[config.mk]
export PLATFORM = sky130hd
export DESIGN_NAME = cordic_vectoring
export DESIGN_NICKNAME = d
export VERILOG_FILES = /design/src/rtl/cordic_pkg.sv /design/src/rtl/cordic_vec_stage.sv /design/src/rtl/cordic_vectoring.sv
export SDC_FILE = /design/constraint.sdc
export NUM_CORES = 1
export LEC_CHECK = 0
export BUFFER_PORTS_ARGS = -buffer_cell sky130_fd_sc_hd__buf_2
export CELL_PAD_IN_SITES_DETAIL_PLACEMENT = 1
export CELL_PAD_IN_SITES_GLOBAL_PLACEMENT = 2
export CORE_ASPECT_RATIO = 1.1
export CORE_MARGIN = 3
export CORE_UTILIZATION = 34
export DETAILED_ROUTE_END_ITERATION = 16
export MAX_ROUTING_LAYER = met4
export PLACE_DENSITY_LB_ADDON = 0.05
export SYNTH_ARGS = -nofsm -noshare
export SYNTH_HDL_FRONTEND = slang
export SYNTH_SLANG_ARGS = --single-unit
[constraint.sdc]
create_clock -name clk -period 5.9 [get_ports clk]
set_input_delay 1.18 -clock clk [delete_from_list [all_inputs] [get_ports clk]]
set_output_delay 1.18 -clock clk [all_outputs]
set_load 0.005 [all_outputs]
[src/rtl/cordic_pkg.sv]
// Shared constants and types for the vectoring-mode CORDIC.
//   ATAN[i]  : atan(2^-i) in Q.24, rounded to nearest
//   PI_HALF  : pi/2 in Q.24
//   PI       : pi in Q.24
//   KINV     : 1/K = 0.607253 in Q.24, used only when CORDIC_GAIN_COMP_EN is defined
//   cordic_vec_state_t : engine FSM states; SCALE exists only with CORDIC_GAIN_COMP_EN
package cordic_pkg;

  localparam logic [31:0] ATAN [32] = '{
    32'h00C90FDB, 32'h0076B19C, 32'h003EB6EC, 32'h001FD5BB,
    32'h000FFAAE, 32'h0007FF55, 32'h0003FFEB, 32'h0001FFFD,
    32'h00010000, 32'h00008000, 32'h00004000, 32'h00002000,
    32'h00001000, 32'h00000800, 32'h00000400, 32'h00000200,
    32'h00000100, 32'h00000080, 32'h00000040, 32'h00000020,
    32'h00000010, 32'h00000008, 32'h00000004, 32'h00000002,
    32'h00000001, 32'h00000000, 32'h00000000, 32'h00000000,
    32'h00000000, 32'h00000000, 32'h00000000, 32'h00000000
  };

  localparam logic [31:0] PI_HALF = 32'h01921FB5;
  localparam logic [31:0] PI      = 32'h03243F6A;
  localparam logic [31:0] KINV    = 32'h009B74EE;

  typedef enum logic [2:0] {
    IDLE,
    PRE,
    ITER,
`ifdef CORDIC_GAIN_COMP_EN
    SCALE,
`endif
    DONE
  } cordic_vec_state_t;

endpackage

[src/rtl/cordic_vec_stage.sv]
// One vectoring micro-rotation, purely combinational. Drives y toward zero:
// the sign of y picks the rotation direction, and the angle accumulator moves
// by +/- atan_i accordingly. Both new x and new y are formed from the old ones.
//   x, y       : signed Q4.WIDTH vector
//   z          : signed Q3.WIDTH angle accumulator
//   i          : iteration index (shift amount)
//   atan_i     : atan(2^-i) in the z format
//   x_next, y_next, z_next : rotated vector and updated angle
module cordic_vec_stage #(
  parameter int WIDTH = 24
) (
  input  logic signed [WIDTH+3:0] x,
  input  logic signed [WIDTH+3:0] y,
  input  logic signed [WIDTH+2:0] z,
  input  logic        [4:0]       i,
  input  logic signed [WIDTH+2:0] atan_i,
  output logic signed [WIDTH+3:0] x_next,
  output logic signed [WIDTH+3:0] y_next,
  output logic signed [WIDTH+2:0] z_next
);

  logic signed [WIDTH+3:0] x_sh;
  logic signed [WIDTH+3:0] y_sh;
  logic                    y_neg;

  assign x_sh  = x >>> i;
  assign y_sh  = y >>> i;
  assign y_neg = y[WIDTH+3];

  assign x_next = y_neg ? x - y_sh   : x + y_sh;
  assign y_next = y_neg ? y + x_sh   : y - x_sh;
  assign z_next = y_neg ? z - atan_i : z + atan_i;

endmodule

[src/rtl/cordic_vectoring.sv]
// Iterative vectoring-mode CORDIC: returns atan2(y, x) and the vector magnitude,
// one micro-rotation per clock, valid/ready on both sides, no overlap of jobs.
//   clk, rst_n          : clock, synchronous active-low reset
//   in_valid, in_ready  : input handshake (in_ready high exactly in IDLE)
//   x_in, y_in          : signed Q2.WIDTH vector
//   out_valid, out_ready: output handshake (out_valid high exactly in DONE)
//   angle               : signed Q3.WIDTH radians, (-pi, +pi]
//   magnitude           : Q4.WIDTH; raw (times 1.64676) unless CORDIC_GAIN_COMP_EN
// Optional feature macro: CORDIC_GAIN_COMP_EN adds a one-cycle SCALE state that
// multiplies by KINV so the magnitude comes out gain-corrected.
module cordic_vectoring
  import cordic_pkg::*;
#(
  parameter int WIDTH = 24,
  parameter int ITERS = 19
) (
  input  logic                    clk,
  input  logic                    rst_n,
  input  logic                    in_valid,
  output logic                    in_ready,
  input  logic signed [WIDTH+1:0] x_in,
  input  logic signed [WIDTH+1:0] y_in,
  output logic                    out_valid,
  input  logic                    out_ready,
  output logic signed [WIDTH+2:0] angle,
  output logic signed [WIDTH+3:0] magnitude
);

  localparam int DW = WIDTH + 4;
  localparam int ZW = WIDTH + 3;
  localparam logic signed [ZW-1:0] Z_PI_HALF = ZW'(PI_HALF);
  localparam logic        [4:0]    LAST_ITER = 5'(ITERS - 1);

  cordic_vec_state_t state, state_next;

  logic signed [DW-1:0] x, y, x_next, y_next;
  logic signed [ZW-1:0] z, z_next, atan_i;
  logic        [4:0]    iter;
  // All-zero input has no defined angle; the iterations would otherwise
  // accumulate the sum of the whole ATAN table, so the result is forced to 0.
  logic                 is_zero;

  assign in_ready  = (state == IDLE);
  assign out_valid = (state == DONE);
  assign atan_i    = ZW'(ATAN[iter]);

  cordic_vec_stage #(.WIDTH(WIDTH)) u_stage (
    .x      (x),
    .y      (y),
    .z      (z),
    .i      (iter),
    .atan_i (atan_i),
    .x_next (x_next),
    .y_next (y_next),
    .z_next (z_next)
  );

`ifdef CORDIC_GAIN_COMP_EN
  localparam int PW = DW + WIDTH + 1;
  localparam logic signed [WIDTH:0] KINV_S = (WIDTH+1)'(KINV);
  logic signed [PW-1:0] prod;
  assign prod = PW'(x) * PW'(KINV_S);
`endif

  always_comb begin
    // NOTE: default first so no path leaves state_next unassigned (no latch).
    state_next = state;
    case (state)
      IDLE: if (in_valid) state_next = PRE;
      PRE:  state_next = ITER;
      ITER: if (iter == LAST_ITER) begin
`ifdef CORDIC_GAIN_COMP_EN
        state_next = SCALE;
`else
        state_next = DONE;
`endif
      end
`ifdef CORDIC_GAIN_COMP_EN
      SCALE: state_next = DONE;
`endif
      DONE: if (out_ready) state_next = IDLE;
      default: state_next = IDLE;
    endcase
  end

  always_ff @(posedge clk) begin
    if (!rst_n) begin
      // NOTE: non-blocking assignments so every register samples pre-edge values.
      state     <= IDLE;
      x         <= '0;
      y         <= '0;
      z         <= '0;
      iter      <= '0;
      is_zero   <= 1'b0;
      angle     <= '0;
      magnitude <= '0;
    end else begin
      state <= state_next;
      case (state)
        IDLE: if (in_valid) begin
          x       <= {{2{x_in[WIDTH+1]}}, x_in};
          y       <= {{2{y_in[WIDTH+1]}}, y_in};
          is_zero <= (x_in == '0) && (y_in == '0);
        end
        // Fold left-half-plane vectors into the right half so the iterations
        // only ever have to cover +/- pi/2. y == 0 with x < 0 lands on +pi.
        PRE: begin
          if (x[DW-1] && !y[DW-1]) begin
            x <= y;
            y <= -x;
            z <= Z_PI_HALF;
          end else if (x[DW-1]) begin
            x <= -y;
            y <= x;
            z <= -Z_PI_HALF;
          end else begin
            z <= '0;
          end
          iter <= '0;
        end
        ITER: begin
          x    <= x_next;
          y    <= y_next;
          z    <= z_next;
          iter <= iter + 5'd1;
`ifndef CORDIC_GAIN_COMP_EN
          if (iter == LAST_ITER) begin
            angle     <= is_zero ? '0 : z_next;
            magnitude <= x_next;
          end
`endif
        end
`ifdef CORDIC_GAIN_COMP_EN
        SCALE: begin
          angle     <= is_zero ? '0 : z;
          magnitude <= DW'(prod >>> WIDTH);
        end
`endif
        default: ;
      endcase
    end
  end

endmodule

Word-level counts from Yosys, hierarchy flattened:

Memories as Yosys holds them, arrays and structs flattened.
Cells that the tools add are included.

* add/subtract/negate cells: 9
* magnitude comparators: 1
* equality and inequality tests: 8
* shift operators: 2
* mux-type cells: 22
* bitwise gates (word level): 1
* reductions and logical operators: 13

Operators with widths (count)
* 2-to-1 mux 28 bit: 8
* case mux 28 bit (3 select lines): 2
* 2-to-1 mux 27 bit: 6
* adder 28 bit: 2
* negation 28 bit: 2
* >>> shifter 28 x 5 -> 28 bit: 2
* subtractor 28 bit: 2
* case mux 27 bit (2 select lines): 1
* logical NOT 26 bit: 2
* adder 27 bit: 1
* subtractor 27 bit: 1
* case mux 3 bit (4 select lines): 1
* case mux 5 bit (2 select lines): 1
* 2-to-1 mux 3 bit: 3
* equality test 3 x 2 -> 1 bit, second input constant: 2
* >= comparator 6 bit, second input constant: 1
* inverter 5 -> 6 bit: 1
* AND reduction 2 bit: 3
* AND reduction 3 bit: 2
* adder 5 x 1 -> 5 bit, second input constant: 1
* equality test 5 bit, second input constant: 1
* inequality test 2 bit, second input constant: 2
* equality test 3 x 1 -> 1 bit, second input constant: 1
* logical NOT 3 bit: 1
* 6 further kinds: 7

* bits in registers: 147
* ROM bits: 1024
* input port bits: 56
* output and inout port bits: 57
* logic and storage cells: 66
* memories: 1

Memories
* (name not given): words 32, bits a word 32, read ports 1, clocked after memory_dff 0, wr ports 0, line cordic_vectoring.sv:45 `assign atan_i = ZW'(ATAN[iter]);`

Longest topological paths before layout:

Gate-level depths: netlist of the first run.

* depth in word-level cells: 7
* mapped depth: 28
* mapped depth without buffers: 24

Cells and area by module:

From an unflattened synthesis of the first run, not the netlist that was laid out.

* cell total of the unflattened synthesis: 2310
* area, all modules: 17551.8 um2

By module, submodules not included
* cordic_vec_stage: times used 1, cells an instance 1244, area an instance 9432.8 um2, sequential area each 0.0 um2
* cordic_vectoring: times used 1, cells an instance 1066, area an instance 8119.0 um2, sequential area each 2922.8 um2

Worst setup path before layout of the first run:

Ideal clock, no wire load.

* path kind: reg-to-reg
* from: reg iter[0]
* to: reg magnitude[25]
* setup time: 124 ps
* arrival time: 5775 ps
* required time: 5776 ps
* slack: 1 ps
* stages on the path, launching flop included: 26
* buffers on the path: 6
* clock period less this slack: 5899 ps
* cells stage by stage: dfxtp_1 > buf_2 > buf_2 > buf_4 > buf_2 > buf_2 > mux4_2 > a22o_1 > nor3_1 > ha_1 > inv_1 > nor4_4 > nand3_2 > or2_1 > o21a_1 > xnor2_1 > o21ai_1 > ha_1 > clkbuf_1 > nand3_1 > nor2_1 > a221oi_1 > o21ai_0 > a31oi_1 > xor2_1 > o21ai_0

* cells in the longest elaborated chain, start to end: 3
* elaborated cells on any way between the ends: 6
* classes of those cells: 2 x add/sub; 1 x eq/ne; 1 x shift; 1 x mux; 1 x reduce/logical

RTL lines
* start, declared: line cordic_vectoring.sv:38 `logic [4:0] iter;`
* start signal, assigned: line cordic_vectoring.sv:125 `iter <= iter + 5'd1;`
* >>> shifter 28 x 5 -> 28 bit: line cordic_vec_stage.sv:27 `assign y_sh = y >>> i;`
* adder 28 bit / subtractor 28 bit (equally long branches): line cordic_vec_stage.sv:30 `assign x_next = y_neg ? x - y_sh : x + y_sh;`
* 2-to-1 mux 28 bit: line cordic_vec_stage.sv:30
* end signal, assigned: line cordic_vectoring.sv:129 `magnitude <= x_next;`
* end, declared: line cordic_vectoring.sv:26 `output logic signed [WIDTH+3:0] magnitude`

Parallel ways exist; a longest one is shown, timed or not.
A chain may end at the register's enable or synchronous reset.

Worst setup path after layout of the first run:

* from: reg iter[1]
* to: reg x[13]

* cells in the longest elaborated chain, start to end: 4
* elaborated cells on any way between the ends: 5
* classes of those cells: 2 x add/sub; 1 x shift; 2 x mux

RTL lines
* >>> shifter 28 x 5 -> 28 bit *: line cordic_vec_stage.sv:27
* adder 28 bit / subtractor 28 bit (equally long branches): line cordic_vec_stage.sv:30
* 2-to-1 mux 28 bit *: line cordic_vec_stage.sv:30
* case mux 28 bit (3 select lines) *: line cordic_vectoring.sv:99 `case (state)`
* end signal, assigned: line cordic_vectoring.sv:101 `x <= {{2{x_in[WIDTH+1]}}, x_in};`
* end signal, assigned: line cordic_vectoring.sv:109 `x <= y;`
* end signal, assigned: line cordic_vectoring.sv:113 `x <= -y;`
* end, declared: line cordic_vectoring.sv:36 `logic signed [DW-1:0] x, y, x_next, y_next;`

Every way passes the cells marked *; elsewhere a longest branch is shown, timed or not.

==> run_results.csv, run 1 <==
group,metric,value,unit
run_status,outcome,"finished clean",
synthesis,synthesis.area,17300,um^2
die,floorplan.die_area,53700,um^2
synthesis,synth-main-ff-cell,"sky130_fd_sc_hd__dfxtp_1",
layout,num-nets-final,2636,
power,power.static_leakage,8.57,nW
global_routing,overall_routing_resource_usage,33.9,%
layout,multi_input_comb_area,13500,um^2
routing,number_of_nets_still_failing_antenna_checks_after_routing,0,
die,floorplan.die.width,221,um
setup_path,worst_path_most_repeated_cell,"sky130_fd_sc_hd__buf_4",
min_path,timing.hold.worst.start,"angle[25]$_SDFFE_PN0P_",
global_routing,global_route.usage.met2,56.5,%
setup_path,critPathKind,"flip-flop to flip-flop",
synthesis,top_cell_type_by_total_area_after_synthesis,"sky130_fd_sc_hd__dfxtp_1",
routing,vias_per_cell,6.19,
global_routing,globalRouteMet3Util,5.06,%
global_routing,grt_max_degree,66,
power,design_power_total,13.6,mW
routing,wl_per_cell,28.7,um
synthesis,syn_area_per_cell,7.56,um^2
die,placementRows,86,
setup_path,setup.worst_path.start,"iter[1]$_SDFFE_PN0N_",
die,floorplan.initialDensity,34.5,%
routing,drtPass1Iterations,5,
global_routing,first_global_vias,20500,
synthesis,yosys.cell_count.top_type,"sky130_fd_sc_hd__nor2_1",
synthesis,synth_commonest_cells,"sky130_fd_sc_hd__nor2_1 (240), sky130_fd_sc_hd__a21oi_1 (229), sky130_fd_sc_hd__nand2_1 (167), sky130_fd_sc_hd__o21ai_0 (154), sky130_fd_sc_hd__dfxtp_1 (146)",
setup_path,cp_cell_sequence,"buf_6 > buf_4 > mux4_2 > mux2i_1 > nor2_1 > nor3_1 > ha_1 > inv_1 > nor4_4 > buf_4 > a31oi_1 > xor2_1 > ha_1 > or3b_2 > a31oi_1 > o21bai_1 > buf_4 > a21oi_1 > xnor2_1 > nor2_1 > a221oi_1 > a21oi_1",
global_routing,first_pass_grt_wire_length,134000,um
clock_network,cts_buffers,17,
timing,slew_viol_final,0,
clock_network,cts_hold_buf,0,
synthesis,postSynthRegisterBits,146,
power,worst_ir_drop_vdd,0.329,mV
synthesis,post_synth_main_area_contributors,"sky130_fd_sc_hd__dfxtp_1 (17%), sky130_fd_sc_hd__ha_1 (7.2%), sky130_fd_sc_hd__a21oi_1 (6.6%), sky130_fd_sc_hd__mux4_2 (6.5%), sky130_fd_sc_hd__xnor2_1 (5.2%)",
min_path,holdCritPathClass,"flip-flop to flip-flop",
clock_network,clkLatencyLatePin,0.50,ns
die,core_area,50300,um^2
layout,drive_gt1_share,21.4,%
place,portBuffers,112,
setup_path,worst-path-max-fanout,11,
timing,setup_viol,0,
clock_network,clkSlewWorstSetupHoldPaths,0.08,ns
timing,layout_min_cycle_time,5.70,ns
setup_path,critPathSlowestCell,"sky130_fd_sc_hd__mux4_2",
place,finalWeightedCongestion,1.03,
layout,fill_cells,6177,
place,dp_slack,-0.102,ns
routing,route.vias.total,19500,
synthesis,post-synth-top-area-fraction,16.9,%
clock_network,clk_sink_count,146,
timing,fin_worst_skew,0.0226,ns
setup_path,critical_path.endpoint_type,"flip-flop",
power,power.density,660,nW/um^2
clock_network,cts_max_path_buffers,2,
synthesis,async_reset_ff_share,0,%
timing,finalHoldViolCount,0,
timing,final_sum_of_negative_setup_slack,0,ns
synthesis,synthCells,2293,
setup_path,cp.required,6.23,ns
setup_path,worst_setup_path_start_kind,"flip-flop",
timing,timing_worst_slew_pin_value,1.21,ns
synthesis,ys_types,95,
run,timing.max_cap.violations,0,
global_routing,use_met1,39.1,%
clock_network,tritoncts_clock_tree,"done",
die,io_pins,113,
setup_path,worstPathArrival,6.03,ns
timing,max_freq,175,MHz
global_routing,grt_remaining_overflow,0,
synthesis,synth_nets,2452,
timing,smallest_hold_slack,0.459,ns
clock_network,clockRootBuffer,"sky130_fd_sc_hd__clkbuf_16",
routing,route.detailed.drc,0,
routing,route.final.wire_length,90500,um
synthesis,synth_enable_flop_cells,0,
timing,slew_headroom,19.0,%
layout,area_delta_synth_final,18.8,%
die,dieHeight,243,um
timing,worst_slack,0.201,ns
global_routing,grt-busiest-layer,"met2",
clock_network,cts_max_level,4,
place,hpwl_after_detailed_placement,71700,um
timing,fin_crit_sh,96.6,%
setup_path,reg2reg_from,"iter[1]$_SDFFE_PN0N_",
setup_path,timing.critical_path.slowest_cell_delay,0.52,ns
global_routing,grt_antenna_before_repair,3,
synthesis,sequential_area_share_after_synthesis,16.9,%
routing,drt_iter0_drc,1601,
synthesis,synth.yosys.warnings,0,
layout,sequential_cell_area,2940,um^2
## placed cells by master, fill, tap and decap left out, types with 11 or more instances in the layout
cell type and count:
sky130_fd_sc_hd__nand2b_1 25, sky130_fd_sc_hd__nor2_1 237, sky130_fd_sc_hd__mux4_2 50, sky130_fd_sc_hd__o22ai_1 15, sky130_fd_sc_hd__nand2_1 167, sky130_fd_sc_hd__a221oi_1 30, sky130_fd_sc_hd__a21oi_1 229, sky130_fd_sc_hd__nor4_1 30
sky130_fd_sc_hd__nand3_1 53, sky130_fd_sc_hd__nor3_1 40, sky130_fd_sc_hd__ha_1 98, sky130_fd_sc_hd__o21bai_1 11, sky130_fd_sc_hd__xor2_1 75, sky130_fd_sc_hd__and3_1 12, sky130_fd_sc_hd__mux2i_1 62, sky130_fd_sc_hd__dfxtp_1 139
sky130_fd_sc_hd__o21ai_0 151, sky130_fd_sc_hd__nand4_1 17, sky130_fd_sc_hd__and2_1 32, sky130_fd_sc_hd__a21o_1 34, sky130_fd_sc_hd__o211ai_1 34, sky130_fd_sc_hd__a22oi_1 34, sky130_fd_sc_hd__buf_4 240, sky130_fd_sc_hd__inv_1 53
sky130_fd_sc_hd__o211a_1 12, sky130_fd_sc_hd__buf_2 112, sky130_fd_sc_hd__clkbuf_16 17, sky130_fd_sc_hd__a31oi_1 26, sky130_fd_sc_hd__or3_1 14, sky130_fd_sc_hd__mux2_2 27, sky130_fd_sc_hd__nor2b_1 26, sky130_fd_sc_hd__a211oi_1 21
sky130_fd_sc_hd__o21a_1 27, sky130_fd_sc_hd__o31ai_1 14, sky130_fd_sc_hd__xnor2_1 102
## path summary, 6_finish.rpt
kind / to / slack, ns / cells past startpoint
hold / removal: angle[25]$_SDFFE_PN0P_ / 0.46 / 2
hold reg to reg: angle[25]$_SDFFE_PN0P_ / 0.46 / 2
setup reg to reg: x[13]$_SDFFE_PN0P_ / 0.20 / 22
setup / recovery: x[13]$_SDFFE_PN0P_ / 0.20 / 22
## cell families after synthesis
family	Yosys count	share of synthesized area [%]
buffers and inverters	252	6.17
AND/OR/NAND/NOR	702	19.3
flip-flops	146	16.9
XOR/XNOR	181	9.22
adder cells (fa/ha/maj)	103	7.56
AO/OA/AOI/OAI	763	28.5
multiplexers	146	12.4
## metrics by stage
step | utilization [%] | std cells | area [um^2]
final | 41.0 | 3152 | 20600
after global routing | 41.0 | 3152 | 20600
after CTS | 40.7 | 3143 | 20500
after detailed placement | 39.4 | 3110 | 19800
after global placement | 39.4 | 3110 | 19800
after floorplan | - | 2293 | 17300
## layout make-up
cell class,count,area share (%)
Inverter,59,1.08
Antenna cell,2,0.0243
Clock buffer,17,2.07
Tap cell,660,4.01
Multi-Input combinational cell,1895,65.4
Timing Repair Buffer,358,12.0
Clock inverter,15,1.12
Sequential cell,146,14.3
## timing repair
item                       4_1_cts  5_1_grt
setup buffers                    1        7
pin swaps                        0        3
gates resized for setup          2       20
setup endpoints to repair        4       32
## critical path: cells and delay by family (launching register included)
kind                       cells  cell delay (ns)
adders and majority gates      2             0.63
and+or+nand+nor                5             1.32
DFF                            1             0.45
muxes                          2             0.77
AOI/OAI and AO/OA              6             1.10
xor gates and xnor gates       2             0.47
buffers and inverters          5             0.81
## sequential cells by signal, summed over array words and instances (netlist names)
name       cells
angle         27
is_zero        1
iter           5
magnitude     28
state          2
x             28
y             28
z             27
## routing by layer
| layer | up-vias | part of all wire (%) |
|---|---|---|
| met5 | - | 0 |
| met4 | 0 | 6.2 |
| met3 | 214 | 5.0 |
| met2 | 647 | 48 |
| met1 | 9818 | 40 |
| li1 | 8844 | - |
## power breakdown
part	total [mW]	internal (mW)	switching, mW
logic	10.7	4.14	6.52
clock network	1.30	0.697	0.598
registers	1.64	1.19	0.455
total	13.6	6.03	7.57
(Power assumes the default switching activity.)
==> run 2, diff against run 1 <==
--- a/config.mk
+++ b/config.mk
@@ -5,7 +5,7 @@
 export SDC_FILE = /design/constraint.sdc
 export NUM_CORES = 1
 export LEC_CHECK = 0
-export BUFFER_PORTS_ARGS = -buffer_cell sky130_fd_sc_hd__buf_2
+export BUFFER_PORTS_ARGS = -buffer_cell sky130_fd_sc_hd__buf_4
 export CELL_PAD_IN_SITES_DETAIL_PLACEMENT = 1
 export CELL_PAD_IN_SITES_GLOBAL_PLACEMENT = 2
 export CORE_ASPECT_RATIO = 1.1
@@ -13,7 +13,7 @@
 export CORE_UTILIZATION = 34
 export DETAILED_ROUTE_END_ITERATION = 16
 export MAX_ROUTING_LAYER = met4
-export PLACE_DENSITY_LB_ADDON = 0.05
+export PLACE_DENSITY = 0.9
 export SYNTH_ARGS = -nofsm -noshare
 export SYNTH_HDL_FRONTEND = slang
 export SYNTH_SLANG_ARGS = --single-unit
==> run 2 against run 1 <==
Effect of this change:
- final cell count is 2.4% lower
- die area unchanged
- combinational power down 7%
- register-to-register slack worse by 0.08 ns
- worst hold slack worse by 0.00093 ns
- critical endpoint is now x[16]$_SDFFE_PN0P_
- largest cell class unchanged
- highest routed layer unchanged
==> run_results.csv, run 2 (same netlist as run 1, synthesis figures left out) <==
group,metric,value,unit
place,dp_slack,-0.384,ns
layout,drive_gt1_share,19.2,%
power,power.density,634,nW/um^2
global_routing,grt_remaining_overflow,0,
setup_path,critPathKind,"flip-flop to flip-flop",
die,core_area,50300,um^2
setup_path,crit_path_end,"x[16]$_SDFFE_PN0P_",
clock_network,cts_max_path_buffers,2,
setup_path,critical_path_depth,20,
setup_path,reg2reg_from,"iter[3]$_SDFFE_PN0N_",
routing,drtPass1Iterations,6,
setup_path,critical_path.endpoint_type,"flip-flop",
setup_path,worst_setup_path_start_kind,"flip-flop",
global_routing,grt_max_degree,75,
clock_network,clockRootBuffer,"sky130_fd_sc_hd__clkbuf_16",
timing,slew_viol_final,0,
die,floorplan.initialDensity,34.5,%
run,timing.max_cap.violations,0,
layout,area_delta_synth_final,17.0,%
routing,route.detailed.drc,0,
routing,wl_per_cell,27.6,um
setup_path,worstReg2RegEnd,"x[16]$_SDFFE_PN0P_",
timing,rsz0062_at_grt,"true",
layout,multi_input_comb_area,13500,um^2
clock_network,clk_sink_count,146,
clock_network,cts_buffers,17,
routing,drt_iter0_drc,1912,
routing,number_of_nets_still_failing_antenna_checks_after_routing,0,
setup_path,rr_worst_depth,20,
setup_path,cp.required,6.30,ns
global_routing,first_global_vias,19900,
clock_network,cts_hold_buf,0,
layout,finish.utilization,40.4,%
power,power.static_leakage,8.20,nW
die,floorplan.die.width,221,um
min_path,worstHoldPathCells,2,
timing,setup_viol,0,
place,finalWeightedCongestion,1.05,
clock_network,cts_max_level,4,
global_routing,first_pass_grt_wire_length,127000,um
die,placementRows,86,
timing,fin_worst_skew,0.0219,ns
layout,num-nets-final,2562,
layout,sequential_cell_area,2940,um^2
layout,fill_cells,6177,
layout,largest_registers,"magnitude: 28 flops, x: 28 flops, y: 28 flops",
die,dieHeight,243,um
routing,vias_per_cell,6.45,
setup_path,critPathSlowestCell,"sky130_fd_sc_hd__dfxtp_2",
setup_path,cp_cell_sequence,"buf_4 > or2_2 > nor2_1 > buf_4 > a221oi_1 > o211ai_1 > and4b_1 > and2_1 > nand2_2 > nor2_1 > mux2i_1 > o32ai_1 > ha_1 > a21oi_1 > nand3_1 > a31o_2 > a21oi_1 > xnor2_1 > nand2_1 > a221oi_2",
power,worst_ir_drop_vdd,0.377,mV
die,floorplan.die_area,53700,um^2
die,io_pins,113,
timing,slew_headroom,27.8,%
place,portBuffers,112,
setup_path,critical_path.n_buffers_inverters,2,
min_path,holdCritPathClass,"flip-flop to flip-flop",
routing,route.vias.total,19900,
routing,route.final.wire_length,85000,um
timing,worst_slack,0.117,ns
timing,max_freq,173,MHz
layout,layout_common_cells,"sky130_fd_sc_hd__buf_4 (277), sky130_fd_sc_hd__nor2_1 (238), sky130_fd_sc_hd__a21oi_1 (228)",
place,hpwl_after_detailed_placement,66100,um
timing,timing_worst_slew_pin_value,1.08,ns
timing,fin_crit_sh,98.0,%
run_status,outcome,"finished clean",
timing,layout_min_cycle_time,5.78,ns
global_routing,grt_antenna_before_repair,1,
clock_network,clkLatencyLatePin,0.51,ns
clock_network,clkSlewWorstSetupHoldPaths,0.08,ns
clock_network,tritoncts_clock_tree,"done",
setup_path,timing.reg2reg.setup_slack,0.12,ns
setup_path,timing.critical_path.slowest_cell_delay,0.55,ns
global_routing,overall_routing_resource_usage,31.6,%
setup_path,worst-path-max-fanout,14,
setup_path,setup.worst_path.start,"iter[3]$_SDFFE_PN0N_",
setup_path,cpLargestDelayFamily,"compound AO/OA/AOI/OAI gates",
setup_path,worstPathArrival,6.18,ns
layout,layout.cells.most_common,"sky130_fd_sc_hd__buf_4",
timing,finalHoldViolCount,0,
==> run 2: cell types whose count changed in the layout (fill, tap and decap cells not counted), sizes merged <==
cell      delta
inv          -2
clkinv       -1
clkinvlp     +3
clkbuf       +1
diode        -1
bufinv       -1
buf         -74
==> run 2: metrics by stage <==
step | power, mW | area, um^2 | setup TNS [ns] | instances | hold slack (ns)
4_1_cts | 12.5 | 20100 | 0 | 3073 | 0.464
3_5_place_dp | 11.2 | 19500 | -1.22 | 3036 | 0.452
2_1_floorplan | 7.81 | 17300 | 0 | 2293 | 0.448
6_report | 12.9 | 20300 | 0 | 3077 | 0.458
3_3_place_gp | 11.0 | 19500 | -0.412 | 3036 | 0.442
5_1_grt | 13.6 | 20300 | -0.0172 | 3077 | 0.483
==> run 2: worst register-to-register path, stage by stage, from the launching register on <==
cell and delay [ns]:
sky130_fd_sc_hd__dfxtp_2 0.55, sky130_fd_sc_hd__buf_4 0.27, sky130_fd_sc_hd__or2_2 0.27, sky130_fd_sc_hd__nor2_1 0.10, sky130_fd_sc_hd__buf_4 0.19, sky130_fd_sc_hd__a221oi_1 0.48, sky130_fd_sc_hd__o211ai_1 0.30, sky130_fd_sc_hd__and4b_1 0.44
sky130_fd_sc_hd__and2_1 0.24, sky130_fd_sc_hd__nand2_2 0.16, sky130_fd_sc_hd__nor2_1 0.21, sky130_fd_sc_hd__mux2i_1 0.22, sky130_fd_sc_hd__o32ai_1 0.12, sky130_fd_sc_hd__ha_1 0.42, sky130_fd_sc_hd__a21oi_1 0.21, sky130_fd_sc_hd__nand3_1 0.21
sky130_fd_sc_hd__a31o_2 0.29, sky130_fd_sc_hd__a21oi_1 0.17, sky130_fd_sc_hd__xnor2_1 0.24, sky130_fd_sc_hd__nand2_1 0.23, sky130_fd_sc_hd__a221oi_2 0.34
==> run 2: repair_timing <==
| action | in CTS | in global routing |
|---|---|---|
| resized for setup | 3 | 33 |
| setup endpoints to repair | 16 | 37 |
| pin swaps | 0 | 5 |
| gates cloned | 0 | 0 |
| setup buffers | 5 | 3 |
==> run 2: where the power goes <==
part	total, mW	internal, mW	leakage (nW)	switching, mW
clock	1.20	0.645	0.290	0.553
combinational	10.0	3.82	6.71	6.20
sequential	1.64	1.19	1.20	0.457
==> run 2: worst min-delay path by stage <==
stage / start / end / slack (ns)
after floorplan: angle[25]$_SDFFE_PN0P_ / angle[25]$_SDFFE_PN0P_ / 0.45
after global placement: angle[25]$_SDFFE_PN0P_ / angle[25]$_SDFFE_PN0P_ / 0.44
after detailed placement: angle[26]$_SDFFE_PN0P_ / angle[26]$_SDFFE_PN0P_ / 0.45
after CTS: magnitude[20]$_SDFFE_PN0P_ / magnitude[20]$_SDFFE_PN0P_ / 0.46
after global routing: magnitude[16]$_SDFFE_PN0P_ / magnitude[16]$_SDFFE_PN0P_ / 0.48
final: magnitude[20]$_SDFFE_PN0P_ / magnitude[20]$_SDFFE_PN0P_ / 0.46
==> run 2: layout make-up <==
type                    count  share of cell area, %
well taps                 660                   4.07
clock inverters            14                  0.821
repair buffers            284                   10.8
diodes                      1                 0.0123
multi-input cells        1895                   66.5
inverters                  59                   1.11
clock buffers              18                   2.17
flip-flops and latches    146                   14.5
==> run 2: metal layers <==
| layer | vias up | wire [um] | GRT usage, % |
|---|---|---|---|
| li1 | 8700 | - | - |
| met1 | 9871 | 34200 | 38.4 |
| met2 | 1037 | 39000 | 49.9 |
| met3 | 253 | 7160 | 6.02 |
| met4 | 0 | 4720 | 16.1 |
| met5 | - | 0 | - |
==> run 3, diff against run 2 <==
--- a/config.mk
+++ b/config.mk
@@ -8,7 +8,6 @@
 export BUFFER_PORTS_ARGS = -buffer_cell sky130_fd_sc_hd__buf_4
 export CELL_PAD_IN_SITES_DETAIL_PLACEMENT = 1
 export CELL_PAD_IN_SITES_GLOBAL_PLACEMENT = 2
-export CORE_ASPECT_RATIO = 1.1
 export CORE_MARGIN = 3
 export CORE_UTILIZATION = 34
 export DETAILED_ROUTE_END_ITERATION = 16
==> run 3 against run 2 <==
Effect of this change:
- register-to-register slack lost 0.05 ns
- final cell count grew 1.8%
- highest routed layer unchanged
- wire length grew 0.28%
- sequential share of layout area shrank 0.21 points
- sequential power is essentially flat
- utilization grew 0.58 points
- critical path type unchanged
- critical path depth grew 1
- first-iteration DRC count grew 9.8%
==> run_results.csv, run 3 (same netlist as run 1, synthesis figures left out) <==
group,metric,value,unit
die,dieHeight,232,um
routing,route.detailed.drc,0,
timing,slew_headroom,22.4,%
layout,num-nets-final,2606,
die,io_pins,113,
layout,largest_registers,"magnitude: 28 flops, x: 28 flops, y: 28 flops",
timing,finalHoldViolCount,0,
clock_network,clk_sink_count,146,
place,finalWeightedCongestion,1.01,
die,floorplan.die.width,232,um
routing,wl_per_cell,27.2,um
timing,max_freq,171,MHz
min_path,holdCritPathClass,"flip-flop to flip-flop",
die,placementRows,82,
layout,layout.cells.most_common,"sky130_fd_sc_hd__buf_4",
global_routing,grt_max_degree,66,
clock_network,clkLatencyLatePin,0.50,ns
routing,route.final.wire_length,85300,um
die,floorplan.initialDensity,34.5,%
die,core_area,50300,um^2
global_routing,grt_remaining_overflow,0,
global_routing,first_global_vias,19800,
power,power.static_leakage,8.39,nW
timing,slew_viol_final,0,
run,timing.max_cap.violations,0,
routing,route.vias.total,19900,
power,power.density,639,nW/um^2
layout,antenna_cells,0,
global_routing,grt_antenna_before_repair,0,
clock_network,clockRootBuffer,"sky130_fd_sc_hd__clkbuf_16",
place,dp_cells,3096,
timing,setup_viol,0,
clock_network,cts_max_path_buffers,2,
timing,fin_worst_skew,0.0183,ns
clock_network,cts_hold_buf,0,
timing,timing_worst_slew_pin_value,1.15,ns
power,worst_ir_drop_vdd,0.407,mV
die,floorplan.die_area,53700,um^2
clock_network,clkSlewWorstSetupHoldPaths,0.07,ns
setup_path,worstPathArrival,6.17,ns
place,portBuffers,112,
layout,finish.utilization,40.9,%
layout,stdcell_count,3131,
timing,final_sum_of_negative_setup_slack,0,ns
clock_network,cts_buffers,17,
routing,vias_per_cell,6.34,
timing,fin_crit_sh,98.9,%
routing,drtPass1Iterations,6,
clock_network,cts_max_level,4,
timing,layout_min_cycle_time,5.84,ns
setup_path,cp.required,6.23,ns
setup_path,critPathKind,"flip-flop to flip-flop",
layout,layout_common_cells,"sky130_fd_sc_hd__buf_4 (322), sky130_fd_sc_hd__nor2_1 (237), sky130_fd_sc_hd__a21oi_1 (226)",
setup_path,worst_setup_path_start_kind,"flip-flop",
run_status,outcome,"finished clean",
setup_path,worst-path-max-fanout,9,
setup_path,critical_path.endpoint_type,"flip-flop",
routing,drt_iter0_drc,2099,
layout,area_delta_synth_final,18.7,%
place,hpwl_after_detailed_placement,65700,um
timing,smallest_hold_slack,0.456,ns
global_routing,overall_routing_resource_usage,31.7,%
layout,drive_gt1_share,20.7,%
global_routing,first_pass_grt_wire_length,126000,um
clock_network,tritoncts_clock_tree,"done",
routing,number_of_nets_still_failing_antenna_checks_after_routing,0,
==> run 3: cell types whose count changed in the layout (fill, tap and decap cells not counted), sizes merged <==
cell,delta
inv,-2
clkbuf,-1
diode,-1
buf,+44
bufinv,-1
clkinv,+3
==> run 3: power by group <==
group	internal [mW]	switching [mW]	leakage (nW)
Clock	0.592	0.574	0.270
Sequential	1.18	0.458	1.20
Combinational	4.07	6.29	6.93
Total	5.84	7.32	8.39
==> run 3: cell type report <==
cell class              count  area (um^2)
multi-input cells        1895        13500
flip-flops and latches    146         2940
well taps                 672          841
inverters                  59          221
clock buffers              17          425
fillers                  6294        29700
repair buffers            328         2510
clock inverters            14          150
==> run 3: what timing repair did <==
action,in CTS,in global routing
gates resized for setup,3,35
endpoints found under the setup margin,11,41
buffers inserted,1,3
pin swaps,0,3
==> run 3: metal layers <==
layer	global-route usage, %	routed length [um]	up-vias
met5	-	0	-
met4	15.3	5030	0
met3	5.03	6390	249
met2	50.4	39100	964
met1	39.4	34700	9849
li1	-	-	8794
==> run 3: metrics by stage <==
step | area, um^2 | setup slack (ns) | total power, mW
2_1_floorplan | 17300 | 0.00131 | 7.81
3_3_place_gp | 19800 | -0.0481 | 11.3
3_5_place_dp | 19800 | -0.157 | 11.6
4_1_cts | 20400 | 0.0466 | 12.8
5_1_grt | 20600 | -0.0624 | 14.0
6_report | 20600 | 0.0643 | 13.2
==> run 3: worst paths after layout <==
kind                                 to                        from  cells after the start  slack, ns
min reg2reg  magnitude[16]$_SDFFE_PN0P_  magnitude[16]$_SDFFE_PN0P_                      2       0.46
max                  y[27]$_SDFFE_PN0P_        iter[1]$_SDFFE_PN0N_                     21       0.06
min          magnitude[16]$_SDFFE_PN0P_  magnitude[16]$_SDFFE_PN0P_                      2       0.46
max reg2reg          y[27]$_SDFFE_PN0P_        iter[1]$_SDFFE_PN0N_                     21       0.06
==> run 3: critical path: stages (launching register included) <==
cell,delay [ns]
sky130_fd_sc_hd__dfxtp_4,0.46
sky130_fd_sc_hd__buf_4,0.19
sky130_fd_sc_hd__mux2_2,0.36
sky130_fd_sc_hd__mux4_2,0.52
sky130_fd_sc_hd__o21ai_0,0.33
sky130_fd_sc_hd__o221ai_1,0.25
sky130_fd_sc_hd__nor3_2,0.28
sky130_fd_sc_hd__and3_1,0.29
sky130_fd_sc_hd__a21oi_1,0.12
sky130_fd_sc_hd__xnor2_1,0.17
sky130_fd_sc_hd__buf_4,0.18
sky130_fd_sc_hd__ha_1,0.29
sky130_fd_sc_hd__buf_4,0.16
sky130_fd_sc_hd__a21o_1,0.19
sky130_fd_sc_hd__a221oi_1,0.24
sky130_fd_sc_hd__o21ai_1,0.19
sky130_fd_sc_hd__a31oi_2,0.30
sky130_fd_sc_hd__o31ai_2,0.13
sky130_fd_sc_hd__o41ai_2,0.31
sky130_fd_sc_hd__xnor3_1,0.38
sky130_fd_sc_hd__a211oi_1,0.24
sky130_fd_sc_hd__a211oi_1,0.08
